File: src/rtl/mips_pkg.sv
// Shared definitions for the MIPS pipeline control blocks: register address
// width, forwarding-select encodings, hazard FSM states and stall-cause codes.
package mips_pkg;

  localparam int REG_AW = 5;

  // ALU operand / comparator forwarding selects
  localparam logic [1:0] FWD_REG = 2'b00;
  localparam logic [1:0] FWD_WB  = 2'b01;
  localparam logic [1:0] FWD_MEM = 2'b10;

  // Stall-episode tracker states
  typedef enum logic [2:0] {
    RUN,
    LU,
    BR_ALU,
    BR_LD1,
    BR_LD2
  } hz_state_t;

  // Stall cause codes
  localparam logic [1:0] CAUSE_NONE   = 2'd0;
  localparam logic [1:0] CAUSE_LU     = 2'd1;
  localparam logic [1:0] CAUSE_BR_ALU = 2'd2;
  localparam logic [1:0] CAUSE_BR_LD  = 2'd3;

  // Map a tracker state to the cause it reports
  function automatic logic [1:0] cause_of(input hz_state_t s);
    logic [1:0] c;
    c = CAUSE_NONE;
    case (s)
      LU:             c = CAUSE_LU;
      BR_ALU:         c = CAUSE_BR_ALU;
      BR_LD1, BR_LD2: c = CAUSE_BR_LD;
      default:        c = CAUSE_NONE;
    endcase
    return c;
  endfunction

endpackage

File: src/rtl/hazard_stall_ctrl_if.sv
// Bundle of pipeline-register/forwarding signals seen by the hazard controller.
// slave = the controller, master = the pipeline datapath driving it.
interface hazard_stall_ctrl_if #(
  parameter int REG_AW = mips_pkg::REG_AW
);

  logic [REG_AW-1:0] rs_ID;
  logic [REG_AW-1:0] rt_ID;
  logic              branch_ID;
  logic [REG_AW-1:0] rs_EX;
  logic [REG_AW-1:0] rt_EX;
  logic [REG_AW-1:0] WriteReg_EX;
  logic [REG_AW-1:0] WriteReg_MEM;
  logic [REG_AW-1:0] WriteReg_WB;
  logic              RegWrite_EX;
  logic              RegWrite_MEM;
  logic              RegWrite_WB;
  logic              MemtoReg_EX;
  logic              MemtoReg_MEM;
  logic              perf_clr;

  logic              stall_IF;
  logic              stall_ID;
  logic              flush_EX;
  logic              fwdA_ID;
  logic              fwdB_ID;
  logic [1:0]        fwdA_EX;
  logic [1:0]        fwdB_EX;
  logic [1:0]        stall_cause;
  logic              hazard_err;
  logic [31:0]       stall_cycles;
  logic [15:0]       lu_events;
  logic [15:0]       br_events;

  modport slave (
    input  rs_ID, rt_ID, branch_ID, rs_EX, rt_EX,
    input  WriteReg_EX, WriteReg_MEM, WriteReg_WB,
    input  RegWrite_EX, RegWrite_MEM, RegWrite_WB,
    input  MemtoReg_EX, MemtoReg_MEM, perf_clr,
    output stall_IF, stall_ID, flush_EX, fwdA_ID, fwdB_ID,
    output fwdA_EX, fwdB_EX, stall_cause, hazard_err,
    output stall_cycles, lu_events, br_events
  );

  modport master (
    output rs_ID, rt_ID, branch_ID, rs_EX, rt_EX,
    output WriteReg_EX, WriteReg_MEM, WriteReg_WB,
    output RegWrite_EX, RegWrite_MEM, RegWrite_WB,
    output MemtoReg_EX, MemtoReg_MEM, perf_clr,
    input  stall_IF, stall_ID, flush_EX, fwdA_ID, fwdB_ID,
    input  fwdA_EX, fwdB_EX, stall_cause, hazard_err,
    input  stall_cycles, lu_events, br_events
  );

endinterface

File: src/rtl/hazard_perf_cnt.sv
// Saturating stall/event counters for the hazard controller.
// Only built when HAZARD_PERF_CNT_EN is defined.
`ifdef HAZARD_PERF_CNT_EN
module hazard_perf_cnt (
  input  logic        clk,
  input  logic        reset,
  input  logic        perf_clr,
  input  logic        stall,
  input  logic        lu_evt,
  input  logic        br_evt,
  output logic [31:0] stall_cycles,
  output logic [15:0] lu_events,
  output logic [15:0] br_events
);

  // Count stall cycles and episode starts; clear beats a same-edge increment
  always_ff @(posedge clk) begin
    if (reset || perf_clr) begin
      stall_cycles <= '0;
      lu_events    <= '0;
      br_events    <= '0;
    end else begin
      if (stall && (stall_cycles != '1)) stall_cycles <= stall_cycles + 32'd1;
      if (lu_evt && (lu_events != '1))   lu_events    <= lu_events + 16'd1;
      if (br_evt && (br_events != '1))   br_events    <= br_events + 16'd1;
    end
  end

endmodule
`endif

File: src/rtl/hazard_stall_ctrl.sv
// Hazard controller for the 5-stage MIPS core: load-use and branch-operand
// stall detection, ID/EX bubble insertion, EX and ID forwarding selects, and a
// stall-episode tracker reporting cause and over-long stalls.
// Optional macro HAZARD_PERF_CNT_EN builds the performance counters.
module hazard_stall_ctrl #(
  parameter int REG_AW    = 5,
  parameter int MAX_STALL = 2
) (
  input  logic                clk,
  input  logic                reset,
  hazard_stall_ctrl_if.slave  bus
);
  import mips_pkg::*;

  localparam logic [7:0] MAX_STALL_C = 8'(MAX_STALL);

  // True when a nonzero destination register feeds either source
  function automatic logic reg_hit(input logic [REG_AW-1:0] wr,
                                   input logic [REG_AW-1:0] a,
                                   input logic [REG_AW-1:0] b);
    return (wr != '0) && ((wr == a) || (wr == b));
  endfunction

  // Forwarding select for one EX operand; MEM result is newer than WB
  function automatic logic [1:0] ex_sel(input logic [REG_AW-1:0] src,
                                        input logic              we_mem,
                                        input logic [REG_AW-1:0] wr_mem,
                                        input logic              we_wb,
                                        input logic [REG_AW-1:0] wr_wb);
    logic [1:0] s;
    s = FWD_REG;
    if (we_mem && (wr_mem != '0) && (wr_mem == src))  s = FWD_MEM;
    else if (we_wb && (wr_wb != '0) && (wr_wb == src)) s = FWD_WB;
    return s;
  endfunction

  logic [REG_AW-1:0] rs_id, rt_id, rs_ex, rt_ex;
  logic [REG_AW-1:0] wr_ex, wr_mem, wr_wb;

  assign rs_id  = bus.rs_ID;
  assign rt_id  = bus.rt_ID;
  assign rs_ex  = bus.rs_EX;
  assign rt_ex  = bus.rt_EX;
  assign wr_ex  = bus.WriteReg_EX;
  assign wr_mem = bus.WriteReg_MEM;
  assign wr_wb  = bus.WriteReg_WB;

  logic hit_ex, hit_mem;
  logic lu, b_alu, b_ld, b_ld_ex;
  logic hazard, stall;

  assign hit_ex  = reg_hit(wr_ex, rs_id, rt_id);
  assign hit_mem = reg_hit(wr_mem, rs_id, rt_id);

  assign lu      = bus.MemtoReg_EX & hit_ex;
  assign b_alu   = bus.branch_ID & bus.RegWrite_EX & hit_ex;
  assign b_ld    = bus.branch_ID & bus.MemtoReg_MEM & hit_mem;
  // Branch waiting on a load still in EX: needs two bubbles
  assign b_ld_ex = bus.branch_ID & bus.MemtoReg_EX & hit_ex;

  assign hazard  = lu | b_alu | b_ld;
  // Hold/flush are suppressed while the pipeline is being reset
  assign stall   = hazard & ~reset;

  assign bus.stall_IF = stall;
  assign bus.stall_ID = stall;
  assign bus.flush_EX = stall;

  // Branch comparator only forwards ALU results from MEM, never load data
  assign bus.fwdA_ID = bus.RegWrite_MEM & ~bus.MemtoReg_MEM & (wr_mem != '0) & (wr_mem == rs_id);
  assign bus.fwdB_ID = bus.RegWrite_MEM & ~bus.MemtoReg_MEM & (wr_mem != '0) & (wr_mem == rt_id);

  assign bus.fwdA_EX = ex_sel(rs_ex, bus.RegWrite_MEM, wr_mem, bus.RegWrite_WB, wr_wb);
  assign bus.fwdB_EX = ex_sel(rt_ex, bus.RegWrite_MEM, wr_mem, bus.RegWrite_WB, wr_wb);

  hz_state_t  state, state_next;
  logic [1:0] cause_q;
  logic [7:0] run_cnt;
  logic       err_q;

  // Stall-episode state register
  always_ff @(posedge clk) begin
    if (reset) state <= RUN;
    else       state <= state_next;
  end

  // Episode classification; a branch on a load in EX takes the two-cycle path
  always_comb begin
    state_next = state;
    case (state)
      RUN: begin
        if (b_ld_ex)    state_next = BR_LD1;
        else if (b_alu) state_next = BR_ALU;
        else if (b_ld)  state_next = BR_LD2;
        else if (lu)    state_next = LU;
        else            state_next = RUN;
      end
      BR_LD1:            state_next = hazard ? BR_LD2 : RUN;
      LU, BR_ALU, BR_LD2: state_next = hazard ? state : RUN;
      default:           state_next = RUN;
    endcase
  end

  // Cause reflects the episode the pipeline is currently in
  always_ff @(posedge clk) begin
    if (reset) cause_q <= CAUSE_NONE;
    else       cause_q <= cause_of(state_next);
  end

  // Consecutive stall-cycle length, saturating
  always_ff @(posedge clk) begin
    if (reset)                 run_cnt <= '0;
    else if (!stall)           run_cnt <= '0;
    else if (run_cnt != 8'hFF) run_cnt <= run_cnt + 8'd1;
  end

  // Sticky flag once a stall run grows past the legal length
  always_ff @(posedge clk) begin
    if (reset)                                err_q <= 1'b0;
    else if (stall && (run_cnt >= MAX_STALL_C)) err_q <= 1'b1;
  end

  assign bus.stall_cause = cause_q;
  assign bus.hazard_err  = err_q;

`ifdef HAZARD_PERF_CNT_EN
  logic lu_evt, br_evt;

  assign lu_evt = (state == RUN) && (state_next == LU);
  assign br_evt = (state == RUN) &&
                  ((state_next == BR_ALU) || (state_next == BR_LD1) || (state_next == BR_LD2));

  hazard_perf_cnt u_perf (
    .clk          (clk),
    .reset        (reset),
    .perf_clr     (bus.perf_clr),
    .stall        (stall),
    .lu_evt       (lu_evt),
    .br_evt       (br_evt),
    .stall_cycles (bus.stall_cycles),
    .lu_events    (bus.lu_events),
    .br_events    (bus.br_events)
  );
`else
  logic unused_perf_clr;

  assign unused_perf_clr  = bus.perf_clr;
  assign bus.stall_cycles = '0;
  assign bus.lu_events    = '0;
  assign bus.br_events    = '0;
`endif

endmodule

File: src/flat_wrapper.sv
// flat-port wrapper written by rule: the top's interface ports become plain ports
module hazard_stall_ctrl_flat import mips_pkg::*;
#(
  parameter int REG_AW    = 5,
  parameter int MAX_STALL = 2
)
  (clk, reset, bus_rs_ID, bus_rt_ID, bus_branch_ID, bus_rs_EX, bus_rt_EX, bus_WriteReg_EX, bus_WriteReg_MEM, bus_WriteReg_WB, bus_RegWrite_EX, bus_RegWrite_MEM, bus_RegWrite_WB, bus_MemtoReg_EX, bus_MemtoReg_MEM, bus_perf_clr, bus_stall_IF, bus_stall_ID, bus_flush_EX, bus_fwdA_ID, bus_fwdB_ID, bus_fwdA_EX, bus_fwdB_EX, bus_stall_cause, bus_hazard_err, bus_stall_cycles, bus_lu_events, bus_br_events);
  hazard_stall_ctrl_if #(.REG_AW(REG_AW)) bus_i ();
  input  logic clk;
  input  logic reset;
  input wire logic [$bits(bus_i.rs_ID)-1:0] bus_rs_ID;
  input wire logic [$bits(bus_i.rt_ID)-1:0] bus_rt_ID;
  input wire logic [$bits(bus_i.branch_ID)-1:0] bus_branch_ID;
  input wire logic [$bits(bus_i.rs_EX)-1:0] bus_rs_EX;
  input wire logic [$bits(bus_i.rt_EX)-1:0] bus_rt_EX;
  input wire logic [$bits(bus_i.WriteReg_EX)-1:0] bus_WriteReg_EX;
  input wire logic [$bits(bus_i.WriteReg_MEM)-1:0] bus_WriteReg_MEM;
  input wire logic [$bits(bus_i.WriteReg_WB)-1:0] bus_WriteReg_WB;
  input wire logic [$bits(bus_i.RegWrite_EX)-1:0] bus_RegWrite_EX;
  input wire logic [$bits(bus_i.RegWrite_MEM)-1:0] bus_RegWrite_MEM;
  input wire logic [$bits(bus_i.RegWrite_WB)-1:0] bus_RegWrite_WB;
  input wire logic [$bits(bus_i.MemtoReg_EX)-1:0] bus_MemtoReg_EX;
  input wire logic [$bits(bus_i.MemtoReg_MEM)-1:0] bus_MemtoReg_MEM;
  input wire logic [$bits(bus_i.perf_clr)-1:0] bus_perf_clr;
  output wire logic [$bits(bus_i.stall_IF)-1:0] bus_stall_IF;
  output wire logic [$bits(bus_i.stall_ID)-1:0] bus_stall_ID;
  output wire logic [$bits(bus_i.flush_EX)-1:0] bus_flush_EX;
  output wire logic [$bits(bus_i.fwdA_ID)-1:0] bus_fwdA_ID;
  output wire logic [$bits(bus_i.fwdB_ID)-1:0] bus_fwdB_ID;
  output wire logic [$bits(bus_i.fwdA_EX)-1:0] bus_fwdA_EX;
  output wire logic [$bits(bus_i.fwdB_EX)-1:0] bus_fwdB_EX;
  output wire logic [$bits(bus_i.stall_cause)-1:0] bus_stall_cause;
  output wire logic [$bits(bus_i.hazard_err)-1:0] bus_hazard_err;
  output wire logic [$bits(bus_i.stall_cycles)-1:0] bus_stall_cycles;
  output wire logic [$bits(bus_i.lu_events)-1:0] bus_lu_events;
  output wire logic [$bits(bus_i.br_events)-1:0] bus_br_events;
  assign bus_i.rs_ID = bus_rs_ID;
  assign bus_i.rt_ID = bus_rt_ID;
  assign bus_i.branch_ID = bus_branch_ID;
  assign bus_i.rs_EX = bus_rs_EX;
  assign bus_i.rt_EX = bus_rt_EX;
  assign bus_i.WriteReg_EX = bus_WriteReg_EX;
  assign bus_i.WriteReg_MEM = bus_WriteReg_MEM;
  assign bus_i.WriteReg_WB = bus_WriteReg_WB;
  assign bus_i.RegWrite_EX = bus_RegWrite_EX;
  assign bus_i.RegWrite_MEM = bus_RegWrite_MEM;
  assign bus_i.RegWrite_WB = bus_RegWrite_WB;
  assign bus_i.MemtoReg_EX = bus_MemtoReg_EX;
  assign bus_i.MemtoReg_MEM = bus_MemtoReg_MEM;
  assign bus_i.perf_clr = bus_perf_clr;
  assign bus_stall_IF = bus_i.stall_IF;
  assign bus_stall_ID = bus_i.stall_ID;
  assign bus_flush_EX = bus_i.flush_EX;
  assign bus_fwdA_ID = bus_i.fwdA_ID;
  assign bus_fwdB_ID = bus_i.fwdB_ID;
  assign bus_fwdA_EX = bus_i.fwdA_EX;
  assign bus_fwdB_EX = bus_i.fwdB_EX;
  assign bus_stall_cause = bus_i.stall_cause;
  assign bus_hazard_err = bus_i.hazard_err;
  assign bus_stall_cycles = bus_i.stall_cycles;
  assign bus_lu_events = bus_i.lu_events;
  assign bus_br_events = bus_i.br_events;
  hazard_stall_ctrl #(.REG_AW(REG_AW), .MAX_STALL(MAX_STALL)) u_core (.clk(clk), .reset(reset), .bus(bus_i));
endmodule
File: config.mk
export PLATFORM = sky130hd
export DESIGN_NAME = hazard_stall_ctrl_flat
export DESIGN_NICKNAME = d
export VERILOG_FILES = /design/src/rtl/mips_pkg.sv /design/src/rtl/hazard_stall_ctrl_if.sv /design/src/rtl/hazard_perf_cnt.sv /design/src/rtl/hazard_stall_ctrl.sv /design/src/flat_wrapper.sv
export SDC_FILE = /design/constraint.sdc
export NUM_CORES = 1
export LEC_CHECK = 0
export ABC_AREA = 1
export CAP_MARGIN = 10
export CORE_MARGIN = 4
export CORE_UTILIZATION = 30
export CTS_BUF_LIST = sky130_fd_sc_hd__clkbuf_8
export DETAILED_ROUTE_END_ITERATION = 16
export PLACE_DENSITY = 0.65
export SETUP_SLACK_MARGIN = 0.1
export SYNTH_ARGS = -nofsm -noshare
export SYNTH_HDL_FRONTEND = slang
export SYNTH_SLANG_ARGS = --single-unit
File: constraint.sdc
create_clock -name clk -period 2.3 [get_ports clk]
set_clock_uncertainty 0.15 [all_clocks]
set_input_delay 0.46 -clock clk [delete_from_list [all_inputs] [get_ports clk]]
set_output_delay 0.46 -clock clk [all_outputs]
set_load 0.1 [all_outputs]
==> impl_metrics.prom, run 1 <==
# TYPE chip_impl_metric gauge
chip_impl_metric{name="multi_input_area",unit="um^2"} 1450
chip_impl_metric{name="ir_drop",unit="mV"} 0.336
chip_impl_metric{name="synth_seq_area_share",unit="%"} 14.9
chip_impl_metric{name="setup_slack",unit="ns"} 0.00413
chip_impl_metric{name="setup_viol",unit=""} 0
chip_impl_metric{name="numPortBuffers",unit=""} 54
chip_impl_metric{name="post-place-cells",unit=""} 428
chip_impl_metric{name="place_ws",unit="ns"} -0.456
chip_impl_metric{name="maximum_capacitance_violations",unit=""} 0
chip_impl_metric{name="final_core_util",unit="%"} 47.9
chip_impl_metric{name="synth_cell_types",unit=""} 30
chip_impl_metric{name="detailedPlacementHpwl",unit="um"} 3920
chip_impl_metric{name="globalRouteOverflowTotal",unit=""} 0
chip_impl_metric{name="dr_total_vias",unit=""} 1761
chip_impl_metric{name="period_utilisation_layout",unit="%"} 99.8
chip_impl_info{name="worstSetupStartpointType",value="primary input"} 1
chip_impl_metric{name="dieArea",unit="um^2"} 7590
chip_impl_metric{name="crit_required",unit="ns"} 1.69
chip_impl_info{name="cts_root_buf",value="clkbuf_8"} 1
chip_impl_metric{name="num_io_pins",unit=""} 120
chip_impl_info{name="critical_path_class",value="primary input to primary output"} 1
chip_impl_metric{name="clk_path_buf_depth",unit=""} 2
chip_impl_info{name="worst_hold_startpoint",value="u_core.run_cnt[0]"} 1
chip_impl_metric{name="period_minus_slack",unit="ns"} 2.30
chip_impl_metric{name="chipHeight",unit="um"} 87.1
chip_impl_metric{name="clock_edge_transition_at_the_registers_on_the_reported_setup_and_hold_paths",unit="ns"} 0.06
chip_impl_metric{name="drtAntennaViolNets",unit=""} 0
chip_impl_metric{name="critical_path_arrival",unit="ns"} 1.69
chip_impl_metric{name="areaGrowthSynthToFinish",unit="%"} 52.9
chip_impl_metric{name="maxSlewViolCount",unit=""} 0
chip_impl_metric{name="worstSkewPairLatency",unit="ns"} 0.24
chip_impl_metric{name="initialDrtViolationCount",unit=""} 69
chip_impl_metric{name="grt_antenna_before_repair",unit=""} 1
chip_impl_metric{name="synth_top_area_share",unit="%"} 26.4
chip_impl_info{name="rr_startpoint",value="u_core.run_cnt[1]"} 1
chip_impl_info{name="timing.rr.end",value="u_core.run_cnt[5]"} 1
chip_impl_metric{name="groute.usage.overall",unit="%"} 11.6
chip_impl_metric{name="ctsHoldBuffers",unit=""} 0
chip_impl_metric{name="power.static_leakage",unit="uW"} 0.00151
chip_impl_metric{name="biggest_fanout_along_the_worst_timing_path",unit=""} 3
chip_impl_metric{name="synthesis.yosys.warnings",unit=""} 0
chip_impl_info{name="netlist_top_cells_area",value="buf_4 (26%), dfxtp_1 (15%), nand2_1 (11%)"} 1
chip_impl_metric{name="cts_h_tree_lvls",unit=""} 1
chip_impl_metric{name="netlist_instances",unit=""} 280
chip_impl_metric{name="drive_gt1_share",unit="%"} 39.3
chip_impl_metric{name="wirelength",unit="um"} 4950
chip_impl_metric{name="worstHoldPathCells",unit=""} 2
chip_impl_info{name="timing.hold.worst_endpoint",value="u_core.run_cnt[0]"} 1
chip_impl_metric{name="grt_pass1_wl",unit="um"} 7160
chip_impl_info{name="yosys.area.top_type",value="buf_4"} 1
chip_impl_metric{name="num_rows",unit=""} 28
chip_impl_metric{name="avgRoutedWirePerCell",unit="um"} 11.1
chip_impl_metric{name="floorplan.initialDensity",unit="%"} 31.3
chip_impl_metric{name="gp_routability_congestion",unit=""} 0.781
chip_impl_info{name="critical_path.endpoint_type",value="primary output"} 1
chip_impl_metric{name="maxClockFrequency",unit="MHz"} 436
chip_impl_metric{name="synthesis.area",unit="um^2"} 1880
chip_impl_info{name="final_cell_mix",value="conb_1 (64), nand2_1 (47), buf_4 (45)"} 1
chip_impl_metric{name="detail_route.vias_per_cell",unit=""} 3.96
chip_impl_metric{name="total_negative_setup_slacks",unit="ns"} 0
chip_impl_info{name="run_status",value="finished, final reports clean"} 1
chip_impl_metric{name="placement.cell_area",unit="um^2"} 2650
chip_impl_metric{name="finalHoldViolCount",unit=""} 0
chip_impl_metric{name="synth.ff_latch_count",unit=""} 14
chip_impl_metric{name="power_density",unit="nW/um^2"} 448
chip_impl_info{name="clock_tree_from_tritoncts",value="yes"} 1
chip_impl_metric{name="route.detailed.drc",unit=""} 0
chip_impl_metric{name="drt-pass1-iter-count",unit=""} 4
chip_impl_info{name="layout.cells.most_common",value="conb_1"} 1
chip_impl_metric{name="number_of_fill_cells_in_the_layout",unit=""} 603
chip_impl_info{name="min-delay-path-class",value="register to register"} 1
chip_impl_metric{name="final_design_area_no_fill",unit="um^2"} 2870
chip_impl_metric{name="final_cell_count_no_fill",unit=""} 445
chip_impl_metric{name="core_area",unit="um^2"} 5990
chip_impl_metric{name="nets",unit=""} 416
chip_impl_info{name="rsz0062_at_grt",value="true"} 1
chip_impl_metric{name="first_global_vias",unit=""} 1655
chip_impl_metric{name="horizontal_die_dimension",unit="um"} 87.1
chip_impl_metric{name="syn_avg_cell_area",unit="um^2"} 6.70
chip_impl_metric{name="worst-r2r-setup-slack",unit="ns"} 0.53
chip_impl_metric{name="r2r.worst_path.cells",unit=""} 7
chip_impl_metric{name="ff_latch_area",unit="um^2"} 280
chip_impl_metric{name="pin_count_of_the_biggest_net_entering_global_routing",unit=""} 9
chip_impl_metric{name="cts.sink_count",unit=""} 14
chip_impl_metric{name="numCtsBuffers",unit=""} 3
## synth_stat cells, drive strengths merged
cell type and number:
a21boi 1, a21oi 6, and3 1, buf 70
conb 1, dfxtp 14, ha 2, inv 33
nand2 56, nand3 12, nand4 3, nor2 26
nor3 8, nor4 5, o211ai 2, o21ai 2
o41ai 1, or2 3, xnor2 13, xor2 21
## per-layer routing
layer | track usage (%) | vias to the layer above | part of all wire [%]
li1 | - | 908 | -
met1 | 12.2 | 785 | 35
met2 | 23.1 | 64 | 55
met3 | 3.50 | 4 | 8.6
met4 | 1.53 | 0 | 0.63
met5 | 0 | - | 0
## sequential cells by signal, indices dropped and copies added (netlist names)
name and flops:
u_core.run_cnt 8, u_core.state 3, u_core.bus.stall_cause 2, u_core.bus.hazard_err 1
## metrics by stage
stage / hold WS [ns] / power [uW]
floorplan: 0.328 / 959
global placement: 0.346 / 1020
detailed placement: 0.354 / 1020
CTS: 0.363 / 1260
global route: 0.384 / 1330
finish: 0.356 / 1290
## cell families (layout without fill, tap and decap cells)
| kind of cell | Yosys count | count (layout) | share of synthesized area (%) |
|---|---|---|---|
| AND/OR/NAND/NOR | 114 | 114 | 29.0 |
| flip-flops | 14 | 14 | 14.9 |
| buffers and inverters | 103 | 129 | 34.1 |
| AO/OA/AOI/OAI | 12 | 12 | 4.60 |
| adder cells (fa/ha/maj) | 2 | 2 | 1.33 |
| XOR/XNOR | 34 | 34 | 15.9 |
| other | 1 | 65 | 0.200 |
## worst max-delay path: stages
cell and delay (ns):
dlygate4sd2_1 0.25, nand2_1 0.07, inv_2 0.05, o211ai_1 0.28, nand2_4 0.11, nand2_8 0.08, clkinvlp_4 0.16, buf_12 0.21
## layout make-up
class	instances	area share (%)
sequential	14	9.77
tap	75	3.27
timing repair buffer	92	30.0
multi-input combinational	226	50.5
clock buffer	4	1.92
antenna	1	0.0872
inverter	33	4.45
## how the worst max path moves through the flow
stage / cells past startpoint / slack (ns) / endpoint / start
after floorplan: 5 / -0.60 / bus_fwdA_EX[0] / bus_WriteReg_MEM[4]
after global placement: 12 / -0.41 / bus_flush_EX / bus_WriteReg_MEM[2]
after detailed placement: 12 / -0.46 / bus_flush_EX / bus_WriteReg_MEM[2]
after CTS: 12 / 0.02 / bus_flush_EX / bus_WriteReg_EX[0]
after global routing: 8 / -0.08 / bus_stall_ID / bus_branch_ID
final: 8 / 0.004 / bus_flush_EX / bus_branch_ID
## repair_timing
action,4_1_cts,5_1_grt
pin swaps,40,36
setup endpoints to repair,9,14
setup buffers,12,3
resized for setup,139,52
gates cloned,0,0
## where the power goes
| part | switching (uW) | internal (uW) |
|---|---|---|
| combinational | 632 | 170 |
| sequential | 1.79 | 245 |
| clock | 84.4 | 151 |
| total | 719 | 567 |
Note: power is estimated with default switching activity, not from simulation.
==> inputs of run 2 (changes only) <==
--- a/config.mk
+++ b/config.mk
@@ -15,4 +15,5 @@
 export SETUP_SLACK_MARGIN = 0.1
 export SYNTH_ARGS = -nofsm -noshare
 export SYNTH_HDL_FRONTEND = slang
+export SYNTH_HIERARCHICAL = 1
 export SYNTH_SLANG_ARGS = --single-unit
==> constraint.sdc (replaced) <==
create_clock -name clk -period 2.3 [get_ports clk]
set_clock_uncertainty 0.15 [all_clocks]
set_input_delay 0.345 -clock clk [delete_from_list [all_inputs] [get_ports clk]]
set_output_delay 0.345 -clock clk [all_outputs]
set_load 0.1 [all_outputs]
==> impl_metrics.prom, run 2 <==
# TYPE chip_impl_metric gauge
chip_impl_metric{name="core_area",unit="um^2"} 5990
chip_impl_metric{name="route.detailed.drc",unit=""} 0
chip_impl_metric{name="num_io_pins",unit=""} 120
chip_impl_info{name="worstSetupStartpointType",value="primary input"} 1
chip_impl_metric{name="horizontal_die_dimension",unit="um"} 87.1
chip_impl_metric{name="clock_edge_transition_at_the_registers_on_the_reported_setup_and_hold_paths",unit="ns"} 0.06
chip_impl_metric{name="synth_top_area_share",unit="%"} 26.8
chip_impl_metric{name="maxSlewViolCount",unit=""} 0
chip_impl_metric{name="globalRouteOverflowTotal",unit=""} 0
chip_impl_metric{name="period_minus_slack",unit="ns"} 2.12
chip_impl_info{name="post-synth-top-count-cell",value="buf_4"} 1
chip_impl_metric{name="cts_h_tree_lvls",unit=""} 1
chip_impl_metric{name="maxClockFrequency",unit="MHz"} 473
chip_impl_metric{name="numCtsBuffers",unit=""} 3
chip_impl_metric{name="drive_gt1_share",unit="%"} 29.7
chip_impl_metric{name="ff_latch_area",unit="um^2"} 280
chip_impl_metric{name="total_negative_setup_slacks",unit="ns"} 0
chip_impl_metric{name="wirelength",unit="um"} 4260
chip_impl_metric{name="detailedPlacementHpwl",unit="um"} 3800
chip_impl_info{name="rr_startpoint",value="u_core/run_cnt[1]"} 1
chip_impl_metric{name="synthesis.area",unit="um^2"} 1880
chip_impl_metric{name="largest_reg_flops",unit=""} 8
chip_impl_info{name="worst_path_max_delay_cell",value="dlygate4sd2_1"} 1
chip_impl_metric{name="nets",unit=""} 397
chip_impl_metric{name="groute.usage.overall",unit="%"} 11.0
chip_impl_metric{name="numPortBuffers",unit=""} 54
chip_impl_info{name="netlist_top_cells_area",value="buf_4 (27%), dfxtp_1 (15%), xor2_1 (8.4%)"} 1
chip_impl_info{name="worstPathCellList",value="dlygate4sd2_1 > buf_4 > xor2_1 > nor3_1 > nand4_1 > nor2_4 > buf_12"} 1
chip_impl_metric{name="first_global_vias",unit=""} 1698
chip_impl_metric{name="detail_route.vias_per_cell",unit=""} 3.99
chip_impl_metric{name="synth_cell_types",unit=""} 29
chip_impl_metric{name="slowest_delay",unit="ns"} 0.26
chip_impl_metric{name="dieArea",unit="um^2"} 7590
chip_impl_metric{name="grt_antenna_before_repair",unit=""} 0
chip_impl_metric{name="worst_hold_slack",unit="ns"} 0.324
chip_impl_metric{name="setup_viol",unit=""} 0
chip_impl_metric{name="worstHoldPathCells",unit=""} 1
chip_impl_metric{name="areaGrowthSynthToFinish",unit="%"} 38.9
chip_impl_info{name="cts_root_buf",value="clkbuf_8"} 1
chip_impl_info{name="clock_tree_from_tritoncts",value="yes"} 1
chip_impl_metric{name="syn_avg_cell_area",unit="um^2"} 6.78
chip_impl_metric{name="setup_slack",unit="ns"} 0.184
chip_impl_metric{name="cts.sink_count",unit=""} 14
chip_impl_metric{name="synth.ff_latch_count",unit=""} 14
chip_impl_metric{name="worstSkewPairLatency",unit="ns"} 0.24
chip_impl_metric{name="chipHeight",unit="um"} 87.1
chip_impl_metric{name="grt_pass1_wl",unit="um"} 6940
chip_impl_metric{name="drt-pass1-iter-count",unit=""} 2
chip_impl_metric{name="crit_required",unit="ns"} 1.80
chip_impl_metric{name="gp_routability_congestion",unit=""} 0.856
chip_impl_metric{name="period_utilisation_layout",unit="%"} 92.0
chip_impl_metric{name="synth-edff-count",unit=""} 0
chip_impl_metric{name="floorplan.initialDensity",unit="%"} 31.4
chip_impl_metric{name="finalHoldViolCount",unit=""} 0
chip_impl_metric{name="synthesis.yosys.warnings",unit=""} 6
chip_impl_metric{name="worst-r2r-setup-slack",unit="ns"} 0.55
chip_impl_metric{name="dr_total_vias",unit=""} 1697
chip_impl_info{name="post_synth_most_frequent_cells",value="buf_4 (67), nand2_1 (39), inv_1 (28)"} 1
chip_impl_info{name="timing.rr.end",value="u_core/run_cnt[5]"} 1
chip_impl_metric{name="power.static_leakage",unit="uW"} 0.00129
chip_impl_metric{name="critical_path_arrival",unit="ns"} 1.62
chip_impl_metric{name="pin_count_of_the_biggest_net_entering_global_routing",unit=""} 10
chip_impl_info{name="ys.flop_type",value="dfxtp_1"} 1
chip_impl_info{name="critical_path.endpoint_type",value="primary output"} 1
chip_impl_metric{name="clk_path_buf_depth",unit=""} 2
chip_impl_info{name="min-delay-path-class",value="register to register"} 1
chip_impl_metric{name="ir_drop",unit="mV"} 0.311
chip_impl_metric{name="multi_input_area",unit="um^2"} 1340
chip_impl_info{name="regMostFlops",value="u_core/run_cnt"} 1
chip_impl_metric{name="diodes_inserted",unit=""} 0
chip_impl_info{name="critPathLaunch",value="bus_WriteReg_WB[0]"} 1
chip_impl_metric{name="synth_seq_area_share",unit="%"} 14.9
chip_impl_info{name="final_cell_mix",value="conb_1 (64), nand2_1 (39), buf_4 (26)"} 1
chip_impl_metric{name="power_density",unit="nW/um^2"} 473
chip_impl_metric{name="biggest_fanout_along_the_worst_timing_path",unit=""} 3
chip_impl_metric{name="netlist_instances",unit=""} 277
chip_impl_metric{name="r2r.worst_path.cells",unit=""} 8
chip_impl_metric{name="initialDrtViolationCount",unit=""} 18
chip_impl_info{name="timing.hold.worst_endpoint",value="u_core/bus.hazard_err"} 1
chip_impl_metric{name="synth_async_sr_flop_share",unit="%"} 0
chip_impl_info{name="critical_path_class",value="primary input to primary output"} 1
chip_impl_metric{name="avgRoutedWirePerCell",unit="um"} 10.0
chip_impl_metric{name="drtAntennaViolNets",unit=""} 0
chip_impl_info{name="layout.cells.most_common",value="conb_1"} 1
chip_impl_info{name="worst_hold_startpoint",value="u_core/bus.hazard_err"} 1
chip_impl_metric{name="place_ws",unit="ns"} -0.140
chip_impl_info{name="run_status",value="finished, final reports clean"} 1
chip_impl_metric{name="num_rows",unit=""} 28
chip_impl_metric{name="number_of_fill_cells_in_the_layout",unit=""} 632
chip_impl_info{name="yosys.area.top_type",value="buf_4"} 1
chip_impl_metric{name="maximum_capacitance_violations",unit=""} 0
chip_impl_info{name="rsz0062_at_grt",value="false"} 1
run 2: timing repair:
action	4_1_cts	5_1_grt
resized for setup	36	44
setup buffers	0	2
pin swaps	6	16
endpoints found under the setup margin	9	7
hold buffers	0	0
run 2: layout make-up:
class | instances | area share, %
clock buffer | 4 | 2.11
inverter | 34 | 5.03
multi-input combinational | 221 | 51.2
sequential | 14 | 10.7
timing repair buffer | 77 | 27.3
tap | 75 | 3.60
run 2: critical path: cells and delay by family:
kind	cells	cell delay (ns)
xor+xnor	1	0.13
simple gates	3	0.55
buf+inv	3	0.58
run 2: cells by family after synthesis:
group           Yosys count  share of synthesized area (%)
buf+inv                 105                           36.0
simple gates            105                           26.0
xor+xnor                 32                           14.9
compound gates           18                           6.72
flops                    14                           14.9
fa+ha+maj                 2                           1.33
other cells               1                          0.200
run 2: worst max-delay path by stage:
stage / endpoint / slack (ns) / cells past startpoint
final: bus_fwdA_EX[0] / 0.18 / 7
after global placement: bus_stall_ID / -0.13 / 12
after CTS: bus_stall_ID / 0.10 / 10
after global routing: bus_stall_IF / 0.10 / 12
after detailed placement: bus_stall_ID / -0.14 / 10
after floorplan: bus_fwdA_EX[0] / -0.38 / 5
run 2: power breakdown:
part	internal (uW)	switching [uW]
Clock	151	84.4
Sequential	245	1.50
Combinational	138	614
Total	535	700
run 2: routing by layer:
metal	track usage (%)	part of all wire, %
met5	0	0
met4	2.79	1.2
met3	3.22	9.1
met2	20.7	51
met1	11.8	39
run 2: stage by stage:
step,cells,cell area [um^2],power (uW),utilization (%)
6_report,425,2610,1240,43.6
5_1_grt,425,2610,1290,43.6
4_1_cts,423,2610,1240,43.6
3_5_place_dp,419,2580,1010,43.0
3_3_place_gp,419,2580,1010,43.0
2_1_floorplan,340,2300,964,-
==> inputs of run 3 (changes only) <==
--- a/config.mk
+++ b/config.mk
@@ -9,9 +9,9 @@
 export CAP_MARGIN = 10
 export CORE_MARGIN = 4
 export CORE_UTILIZATION = 30
-export CTS_BUF_LIST = sky130_fd_sc_hd__clkbuf_8
 export DETAILED_ROUTE_END_ITERATION = 16
 export PLACE_DENSITY = 0.65
+export RECOVER_POWER = 100
 export SETUP_SLACK_MARGIN = 0.1
 export SYNTH_ARGS = -nofsm -noshare
 export SYNTH_HDL_FRONTEND = slang
==> impl_metrics.prom, run 3 (synthesis gave the netlist of run 2 again) <==
# TYPE chip_impl_metric gauge
chip_impl_info{name="run_status",value="finished, final reports clean"} 1
chip_impl_metric{name="crit_required",unit="ns"} 1.80
chip_impl_info{name="critical_path.endpoint_type",value="primary output"} 1
chip_impl_metric{name="dieArea",unit="um^2"} 7590
chip_impl_metric{name="worstSkewPairLatency",unit="ns"} 0.24
chip_impl_metric{name="wirelength",unit="um"} 4230
chip_impl_metric{name="worstMarginPinSlew",unit="ns"} 1.17
chip_impl_metric{name="largest_reg_flops",unit=""} 8
chip_impl_info{name="rsz0062_at_grt",value="false"} 1
chip_impl_metric{name="finalHoldViolCount",unit=""} 0
chip_impl_metric{name="areaGrowthSynthToFinish",unit="%"} 34.8
chip_impl_metric{name="numCtsBuffers",unit=""} 3
chip_impl_metric{name="num_rows",unit=""} 28
chip_impl_info{name="critPathLaunch",value="bus_WriteReg_WB[0]"} 1
chip_impl_metric{name="setup_viol",unit=""} 0
chip_impl_metric{name="detail_route.vias_per_cell",unit=""} 4.00
chip_impl_metric{name="r2r.worst_path.cells",unit=""} 8
chip_impl_info{name="worstSetupStartpointType",value="primary input"} 1
chip_impl_info{name="regMostFlops",value="u_core/run_cnt"} 1
chip_impl_metric{name="nets",unit=""} 397
chip_impl_metric{name="ir_drop",unit="mV"} 0.310
chip_impl_metric{name="num_io_pins",unit=""} 120
chip_impl_metric{name="core_area",unit="um^2"} 5990
chip_impl_metric{name="drt-pass1-iter-count",unit=""} 4
chip_impl_metric{name="cts_h_tree_lvls",unit=""} 1
chip_impl_metric{name="cts.sink_count",unit=""} 14
chip_impl_info{name="min-delay-path-class",value="register to register"} 1
chip_impl_metric{name="slew_headroom",unit="%"} 22.3
chip_impl_metric{name="floorplan.initialDensity",unit="%"} 31.4
chip_impl_metric{name="clk_path_buf_depth",unit=""} 2
chip_impl_metric{name="globalRouteOverflowTotal",unit=""} 0
chip_impl_metric{name="route.detailed.drc",unit=""} 0
chip_impl_metric{name="pin_count_of_the_biggest_net_entering_global_routing",unit=""} 10
chip_impl_info{name="worstSetupEndpoint",value="bus_fwdA_EX[0]"} 1
chip_impl_metric{name="avgRoutedWirePerCell",unit="um"} 9.96
chip_impl_metric{name="initialDrtViolationCount",unit=""} 20
chip_impl_info{name="rr_startpoint",value="u_core/run_cnt[1]"} 1
chip_impl_metric{name="chipHeight",unit="um"} 87.1
chip_impl_metric{name="critical_path_arrival",unit="ns"} 1.65
chip_impl_metric{name="worst-r2r-setup-slack",unit="ns"} 0.32
chip_impl_metric{name="drtAntennaViolNets",unit=""} 0
chip_impl_metric{name="maxSlewViolCount",unit=""} 0
chip_impl_info{name="cts_root_buf",value="clkbuf_8"} 1
chip_impl_metric{name="detailedPlacementHpwl",unit="um"} 3800
chip_impl_metric{name="final_core_util",unit="%"} 42.3
chip_impl_metric{name="diodes_inserted",unit=""} 0
chip_impl_metric{name="gp_routability_congestion",unit=""} 0.856
chip_impl_info{name="final_cell_mix",value="conb_1 (64), nand2_1 (41), inv_1 (26)"} 1
chip_impl_metric{name="clock_edge_transition_at_the_registers_on_the_reported_setup_and_hold_paths",unit="ns"} 0.06
chip_impl_info{name="clock_tree_from_tritoncts",value="yes"} 1
chip_impl_metric{name="dr_total_vias",unit=""} 1699
chip_impl_metric{name="period_utilisation_layout",unit="%"} 93.1
chip_impl_metric{name="power.static_leakage",unit="uW"} 0.00125
chip_impl_metric{name="groute.usage.overall",unit="%"} 11.0
chip_impl_metric{name="power_density",unit="nW/um^2"} 485
chip_impl_metric{name="post-place-cells",unit=""} 419
chip_impl_metric{name="biggest_fanout_along_the_worst_timing_path",unit=""} 3
chip_impl_metric{name="grt_pass1_wl",unit="um"} 6940
chip_impl_metric{name="place_ws",unit="ns"} -0.140
chip_impl_metric{name="numPortBuffers",unit=""} 54
chip_impl_metric{name="setup_slack",unit="ns"} 0.158
chip_impl_metric{name="first_global_vias",unit=""} 1698
chip_impl_metric{name="ctsHoldBuffers",unit=""} 0
chip_impl_info{name="timing.rr.end",value="u_core/run_cnt[5]"} 1
chip_impl_metric{name="final_cell_count_no_fill",unit=""} 425
chip_impl_info{name="critical_path_class",value="primary input to primary output"} 1
chip_impl_metric{name="maximum_capacitance_violations",unit=""} 0
chip_impl_metric{name="period_minus_slack",unit="ns"} 2.14
chip_impl_metric{name="total_negative_setup_slacks",unit="ns"} 0
chip_impl_info{name="layout.cells.most_common",value="conb_1"} 1
chip_impl_metric{name="drive_gt1_share",unit="%"} 26.6
chip_impl_metric{name="maxClockFrequency",unit="MHz"} 467
chip_impl_metric{name="horizontal_die_dimension",unit="um"} 87.1
chip_impl_metric{name="grt_antenna_before_repair",unit=""} 0
[run 3: cell types whose count changed in the layout (fill, tap and decap cells not counted), moves of 2 or more]
cell      change
buf_4         -8
clkbuf_1      +6
buf_12        -4
clkbuf_4      +4
buf_6         +2
nand2_1       +2
nand2_2       -2
[run 3: final cells by class]
| class | instances | area [um^2] |
|---|---|---|
| Fill cell | 650 | 3460 |
| Multi-Input combinational cell | 221 | 1330 |
| Timing Repair Buffer | 77 | 647 |
| Sequential cell | 14 | 280 |
| Inverter | 34 | 131 |
| Tap cell | 75 | 93.8 |
| Clock buffer | 4 | 55.1 |
[run 3: where the power goes]
part	total [uW]	internal (uW)	leakage [uW]	switching [uW]
Clock	236	151	0.0000288	84.1
Sequential	247	245	0.000113	1.48
Combinational	747	134	0.00111	613
[run 3: layer usage]
layer  share of wire (%)  track usage, %
met5                   0               0
met1                  38            11.8
met4                 1.2            2.79
met2                  51            20.7
met3                 9.3            3.22
[run 3: what timing repair did]
item                       in CTS  in global routing
buffers inserted                0                  2
setup endpoints to repair       9                  7
resized for setup              36                 44
pin swaps                       6                 16
[run 3: worst min path at each step]
stage / startpoint / end / depth (start not counted) / slack, ns
2_1_floorplan: reset / u_core/bus.stall_cause[0] / 1 / 0.26
3_3_place_gp: u_core/bus.hazard_err / u_core/bus.hazard_err / 1 / 0.30
4_1_cts: u_core/bus.hazard_err / u_core/bus.hazard_err / 1 / 0.33
6_report: u_core/bus.hazard_err / u_core/bus.hazard_err / 1 / 0.32
5_1_grt: u_core/run_cnt[0] / u_core/run_cnt[0] / 2 / 0.35
3_5_place_dp: u_core/bus.hazard_err / u_core/bus.hazard_err / 1 / 0.31
[run 3: critical path, cell delays in order]
cell,delay [ns]
dlygate4sd2_1,0.27
buf_4,0.14
xor2_1,0.13
nor3_1,0.21
nand4_1,0.18
nor2_4,0.14
buf_6,0.22
[run 3: stage by stage]
step | hold WS [ns] | total power, uW | area [um^2]
after global routing | 0.352 | 1280 | 2530
after detailed placement | 0.314 | 1010 | 2580
after CTS | 0.328 | 1240 | 2610
final | 0.322 | 1230 | 2530
after floorplan | 0.264 | 964 | 2300
after global placement | 0.302 | 1010 | 2580
